### config.mk
export PLATFORM = sky130hd
export DESIGN_NAME = lsu_ctrl
export DESIGN_NICKNAME = d
export VERILOG_FILES = /design/src/rtl/lsu_ctrl.sv
export SDC_FILE = /design/constraint.sdc
export NUM_CORES = 1
export LEC_CHECK = 0
export ABC_AREA = 1
export BUFFER_PORTS_ARGS = -buffer_cell sky130_fd_sc_hd__buf_2
export CAP_MARGIN = 0
export CORE_ASPECT_RATIO = 0.6
export CORE_MARGIN = 2
export CORE_UTILIZATION = 40
export DETAILED_ROUTE_END_ITERATION = 12
export PLACE_DENSITY = 0.68
export RECOVER_POWER = 50
export SYNTH_ARGS = -nofsm -noshare
export SYNTH_HDL_FRONTEND = slang
export SYNTH_SLANG_ARGS = --single-unit
export TNS_END_PERCENT = 5
### constraint.sdc
create_clock -name clk -period 1.75 [get_ports clk]
set_input_delay 0.175 -clock clk [delete_from_list [all_inputs] [get_ports clk]]
set_output_delay 0.175 -clock clk [all_outputs]
set_load 0.05 [all_outputs]
### src/rtl/lsu_ctrl.sv
// Load/store unit: word-aligned memory access, sub-word extraction and read-modify-write stores.
// Optional macro LSU_BOUNDS_CHECK_EN adds an address range check against BASE_ADDR/MEM_WORDS.
module lsu_ctrl #(
    parameter logic [31:0] BASE_ADDR = 32'h8000_0000,
    parameter int          MEM_WORDS = 8192
) (
    input  logic        clk,
    input  logic        rst,
    input  logic        req_valid_i,
    output logic        req_ready_o,
    input  logic        req_we_i,
    input  logic [2:0]  req_funct3_i,
    input  logic [31:0] req_addr_i,
    input  logic [31:0] req_wdata_i,
    output logic        rsp_valid_o,
    output logic [31:0] rsp_rdata_o,
    output logic        rsp_fault_o,
    output logic [2:0]  mem_read_o,
    output logic [2:0]  mem_write_o,
    output logic [31:0] mem_addr_o,
    output logic [31:0] mem_wdata_o,
    input  logic [31:0] mem_rdata_i
);

    typedef enum logic [2:0] {IDLE, LOAD, RMW_RD, STORE, RESP} state_t;

    localparam logic [2:0]  MEM_LW   = 3'b101;
    localparam logic [2:0]  MEM_SW   = 3'b100;
    localparam logic [32:0] END_ADDR = {1'b0, BASE_ADDR} + 33'(MEM_WORDS) * 33'd4;
`ifdef LSU_BOUNDS_CHECK_EN
    localparam bit BOUNDS_EN = 1'b1;
`else
    localparam bit BOUNDS_EN = 1'b0;
`endif

    state_t      state, state_nxt;
    logic [31:0] addr_q, merge_q, rdata_q;
    logic [2:0]  f3_q;
    logic        we_q, fault_q;

    logic        accept, bad_align, bad_f3, oob, illegal;
    logic [4:0]  sh;
    logic [31:0] shifted, load_ext, lane_mask, lane_ins, merged;

    // ---------------- request legality ----------------
    always_comb begin
        bad_align = 1'b0;
        case (req_funct3_i[1:0])
            2'b01:   bad_align = req_addr_i[0];
            2'b10:   bad_align = (req_addr_i[1:0] != 2'b00);
            default: bad_align = 1'b0;
        endcase
    end

    assign bad_f3  = req_we_i ? (req_funct3_i >= 3'b011)
                              : (req_funct3_i == 3'b011 || req_funct3_i == 3'b110 ||
                                 req_funct3_i == 3'b111);
    assign oob     = ({1'b0, req_addr_i} < {1'b0, BASE_ADDR}) || ({1'b0, req_addr_i} >= END_ADDR);
    assign illegal = bad_align || bad_f3 || (BOUNDS_EN && oob);
    assign accept  = req_valid_i && req_ready_o;

    // ---------------- lane extraction / insertion ----------------
    assign sh      = {addr_q[1:0], 3'b000};
    assign shifted = mem_rdata_i >> sh;

    always_comb begin
        load_ext = shifted;
        case (f3_q)
            3'b000:  load_ext = {{24{shifted[7]}}, shifted[7:0]};
            3'b001:  load_ext = {{16{shifted[15]}}, shifted[15:0]};
            3'b100:  load_ext = {24'h0, shifted[7:0]};
            3'b101:  load_ext = {16'h0, shifted[15:0]};
            default: load_ext = shifted;
        endcase
    end

    // merge_q still holds the right-aligned store data while in RMW_RD
    assign lane_mask = (f3_q[0] ? 32'h0000_FFFF : 32'h0000_00FF) << sh;
    assign lane_ins  = (merge_q & (f3_q[0] ? 32'h0000_FFFF : 32'h0000_00FF)) << sh;
    assign merged    = (mem_rdata_i & ~lane_mask) | lane_ins;

    // ---------------- FSM ----------------
    always_ff @(posedge clk) begin
        if (rst) state <= IDLE;
        else     state <= state_nxt;
    end

    always_comb begin
        state_nxt   = state;
        req_ready_o = 1'b0;
        mem_read_o  = 3'b000;
        mem_write_o = 3'b000;
        rsp_valid_o = 1'b0;
        rsp_fault_o = 1'b0;
        case (state)
            IDLE: begin
                req_ready_o = 1'b1;
                if (req_valid_i) begin
                    if (illegal)                      state_nxt = RESP;
                    else if (!req_we_i)               state_nxt = LOAD;
                    else if (req_funct3_i == 3'b010)  state_nxt = STORE;
                    else                              state_nxt = RMW_RD;
                end
            end
            LOAD: begin
                mem_read_o = rst ? 3'b000 : MEM_LW;
                state_nxt  = RESP;
            end
            RMW_RD: begin
                mem_read_o = rst ? 3'b000 : MEM_LW;
                state_nxt  = STORE;
            end
            STORE: begin
                mem_write_o = rst ? 3'b000 : MEM_SW;
                state_nxt   = RESP;
            end
            RESP: begin
                rsp_valid_o = 1'b1;
                rsp_fault_o = fault_q;
                state_nxt   = IDLE;
            end
            default: state_nxt = IDLE;
        endcase
    end

    // ---------------- datapath registers ----------------
    always_ff @(posedge clk) begin
        if (rst) begin
            addr_q  <= '0;
            f3_q    <= '0;
            we_q    <= 1'b0;
            fault_q <= 1'b0;
            merge_q <= '0;
            rdata_q <= '0;
        end else begin
            if (accept) begin
                addr_q  <= req_addr_i;
                f3_q    <= req_funct3_i;
                we_q    <= req_we_i;
                fault_q <= illegal;
                if (req_we_i && !illegal) merge_q <= req_wdata_i;
                if (illegal)              rdata_q <= '0;
            end
            if (state == RMW_RD) merge_q <= merged;
            // loads capture extended data; stores clear the response data
            if (state == LOAD || state == STORE) rdata_q <= we_q ? '0 : load_ext;
        end
    end

    assign mem_addr_o  = {addr_q[31:2], 2'b00};
    assign mem_wdata_o = merge_q;
    assign rsp_rdata_o = rdata_q;

endmodule

==> out/qor.tcl <==
set qor(fp.dieArea_um2) 16100
set qor(die-height_um) 99.2
set qor(top_area_cell_type_share_of_the_netlist_area_pct) 34.5
set qor(critPathMaxFanout) 13
set qor(preCtsSetupSlack_ns) 0.109
set qor(ant_nets) 0
set qor(cts_buffers) 9
set qor(synth.ff_latch_count) 104
set qor(synthFlopType) {sky130_fd_sc_hd__dfxtp_1}
set qor(numPortBuffers) 202
set qor(syn_area_um2) 6040
set qor(core.rowCount) 34
set qor(drtIter0Drc) 610
set qor(post_synth_main_area_contributors) {sky130_fd_sc_hd__dfxtp_1 (34%), sky130_fd_sc_hd__nand2_1 (20%), sky130_fd_sc_hd__nand3_1 (8.5%)}
set qor(grt_pass1_vias) 5728
set qor(critical_path.cell_chain) {inv_2 -> a21oi_4 -> inv_2 -> nand2_1 -> nand3_1 -> nand2_1 -> nor2_1 -> nor2_1}
set qor(root_buffer) {sky130_fd_sc_hd__clkbuf_16}
set qor(max_slew.worst_pin.slew_ns) 0.688
set qor(ys_warn_count) 0
set qor(wl_mm) 19.4
set qor(global_route_wire_length_before_repair_mm) 30.7
set qor(core-area_um2) 14600
set qor(top_level_ports) 208
set qor(antenna_found_initial) 0
set qor(post_synth_inst_count) 967
set qor(timing.final.setup_violations) 0
set qor(placed_cells) 1297
set qor(grt_overflow) 0
set qor(crit_path_start_kind) {flop}
set qor(status) {completed}
set qor(cts.sinks) 104
set qor(worst_ep_arrival_ns) 1.90
set qor(timing.max_slew.rel_slack_pct) 54.3
set qor(power.static_leakage_nw) 3.32
set qor(rsz0062_at_grt) {false}
set qor(tritoncts_clock_tree) {done}
set qor(layout_min_cycle_time_ns) 1.61
set qor(drt-wirelength-per-cell_um) 14.8
set qor(fin_nets) 1217
set qor(cellPowerDensity_nw_per_um2) 968
set qor(grt.total_usage_pct) 24.0
set qor(worst_ep_required_time_ns) 2.04
set qor(start_util_pct) 41.3
set qor(cap_viol_max_count) 0
set qor(cts_stage_hold_buffer_count) 0
set qor(layout_setup_ws_ns) 0.138
set qor(finalHoldViolCount) 0
set qor(setup_clock_skew_after_layout_ns) 0.00898
set qor(die_width_um) 163
set qor(min_path_type) {input pin to flop}
set qor(synth_sequential_area_ratio_pct) 34.5
set qor(htree_levels) 3
set qor(grt_start_max_net_pins) 56
set qor(num_vias) 6444
set qor(post_route_cells_drive_above_1_share_pct) 16.3
set qor(drc_errors) 0
set qor(final.period_utilization_pct) 92.1
set qor(timing_worst_setup_path_type) {flop to flop}
set qor(postSynth.asyncResetShare_pct) 0
set qor(synth_area_per_cell_um2) 6.25
set qor(largest_stage_delay_on_the_critical_path_ns) 0.54
set qor(clkLatencyLatePin_ns) 0.34
set qor(post_synth_edffs) 0
set qor(post_layout_nonfiller_instances) 1314
set qor(slew_violations) 0
set qor(max-vdd-ir-drop_v) 0.000386
set qor(slowest_stage) {sky130_fd_sc_hd__dfxtp_1}
set qor(firstDrtPassIters) 4
set qor(gp_congestion) 0.965
set qor(clock_tree.buffer_depth) 2
set qor(synthDominantAreaCellType) {sky130_fd_sc_hd__dfxtp_1}
set qor(area_growth_syn_to_layout_pct) 18.5
set qor(synth_commonest_cells) {sky130_fd_sc_hd__nand2_1 (323), sky130_fd_sc_hd__nor2_1 (114), sky130_fd_sc_hd__dfxtp_1 (104), sky130_fd_sc_hd__nand3_1 (103), sky130_fd_sc_hd__a21oi_1 (78)}
set qor(final_core_util_pct) 48.9
set qor(avgViaCountPerCell) 4.90
set qor(worst_setup_hold_path_clk_slew_ns) 0.08
set qor(dpl.hpwl_mm) 14.7
set qor(final.setup.tns_ns) 0
set qor(num_antenna_cells) 0
set qor(ys_types) 29
set qor(max_freq_mhz) 620
set qor(end_kind) {flop}
set qor(synthMostInstantiatedCell) {sky130_fd_sc_hd__nand2_1}
==> per-stage QoR <==
step | instance area [um^2] | hold WS (ns) | power (W)
finish | 7160 | 0.0716 | 0.00693
global route | 7160 | 0.0613 | 0.00734
CTS | 7270 | 0.0555 | 0.00701
detailed placement | 6990 | 0.430 | 0.00505
global placement | 6990 | 0.427 | 0.00504
floorplan | 6060 | 0.318 | 0.00450
==> worst paths after layout <==
path	slack, ns	end	cells after the start	start
worst max register to register	0.14	mem_wdata_o[26]	8	addr_q[1]
worst min register to register	0.46	fault_q	2	fault_q
worst max-delay path	0.14	mem_wdata_o[26]	8	addr_q[1]
worst min-delay path	0.07	addr_q[14]	3	req_addr_i[14]
==> power by group <==
group          internal (W)  total (W)  leakage, nW  switching, W
combinational      0.000625    0.00232         2.34       0.00169
sequential          0.00254    0.00267        0.849      0.000127
clock              0.000980    0.00195        0.134      0.000966
==> critical path: cells and delay by family (launching register included) <==
kind	cells	cell delay (ns)
DFF	1	0.54
AOI/OAI and AO/OA	1	0.27
and+or+nand+nor	5	0.40
buffers and inverters	2	0.32
==> sequential cells by signal, summed over array words and instances (netlist names) <==
name / count
addr_q: 32
mem_wdata_o: 32
rsp_rdata_o: 32
f3_q: 3
state: 3
fault_q: 1
we_q: 1
==> metal layers <==
metal	global-route usage, %	part of all wire (%)
met2	32.4	38
met1	38.9	51
met3	4.30	11
met4	4.63	0.50
met5	0	0
==> repair_timing <==
action                                  CTS  global route
endpoints found under the hold margin     0             0
endpoints found under the setup margin    0             9
buffers inserted                          0             1
gates resized for setup                   0             1
==> layout by cell type (no fill, tap or decap) <==
cell | synthesis | layout
sky130_fd_sc_hd__nand2_1 | 323 | 323
sky130_fd_sc_hd__nor2_1 | 114 | 115
sky130_fd_sc_hd__buf_2 | 28 | 108
sky130_fd_sc_hd__dfxtp_1 | 104 | 104
sky130_fd_sc_hd__nand3_1 | 103 | 102
sky130_fd_sc_hd__clkbuf_1 | 19 | 94
sky130_fd_sc_hd__a21oi_1 | 78 | 78
sky130_fd_sc_hd__inv_1 | 54 | 54
sky130_fd_sc_hd__o21ai_0 | 27 | 27
sky130_fd_sc_hd__o21ai_1 | 20 | 20
sky130_fd_sc_hd__buf_4 | 40 | 16
sky130_fd_sc_hd__a21oi_2 | 10 | 10
sky130_fd_sc_hd__clkbuf_16 | 0 | 9
sky130_fd_sc_hd__inv_2 | 9 | 8
sky130_fd_sc_hd__buf_12 | 0 | 7
sky130_fd_sc_hd__a22oi_1 | 6 | 6
sky130_fd_sc_hd__conb_1 | 1 | 5
sky130_fd_sc_hd__nor2_4 | 3 | 3
sky130_fd_sc_hd__nand2_2 | 3 | 3
sky130_fd_sc_hd__nand3_2 | 2 | 3
sky130_fd_sc_hd__clkinv_2 | 0 | 3
sky130_fd_sc_hd__ha_1 | 3 | 3
sky130_fd_sc_hd__inv_6 | 1 | 2
sky130_fd_sc_hd__nand2_4 | 2 | 2
sky130_fd_sc_hd__a21oi_4 | 2 | 2
sky130_fd_sc_hd__clkinvlp_4 | 0 | 2
sky130_fd_sc_hd__and3_1 | 1 | 1
sky130_fd_sc_hd__nor2_2 | 2 | 1
sky130_fd_sc_hd__nand3_4 | 1 | 1
sky130_fd_sc_hd__and2_1 | 1 | 1
sky130_fd_sc_hd__nand4_1 | 1 | 1
sky130_fd_sc_hd__inv_8 | 0 | 1
sky130_fd_sc_hd__clkinv_4 | 0 | 1
==> cell families after synthesis <==
group,synth area share [%]
flip-flops,34.5
other,0.0621
AO/OA/AOI/OAI,13.1
adder cells (fa/ha/maj),0.621
buffers and inverters,13.7
AND/OR/NAND/NOR,38.1
==> layout make-up <==
cell class / instances / area (um^2)
multi-input cells: 707 / 3150
clock buffers: 9 / 225
well taps: 198 / 248
flip-flops and latches: 104 / 2080
clock inverters: 7 / 53.8
inverters: 64 / 246
repair buffers: 225 / 1150
fillers: 1621 / 7480
(Power assumes the default switching activity.)
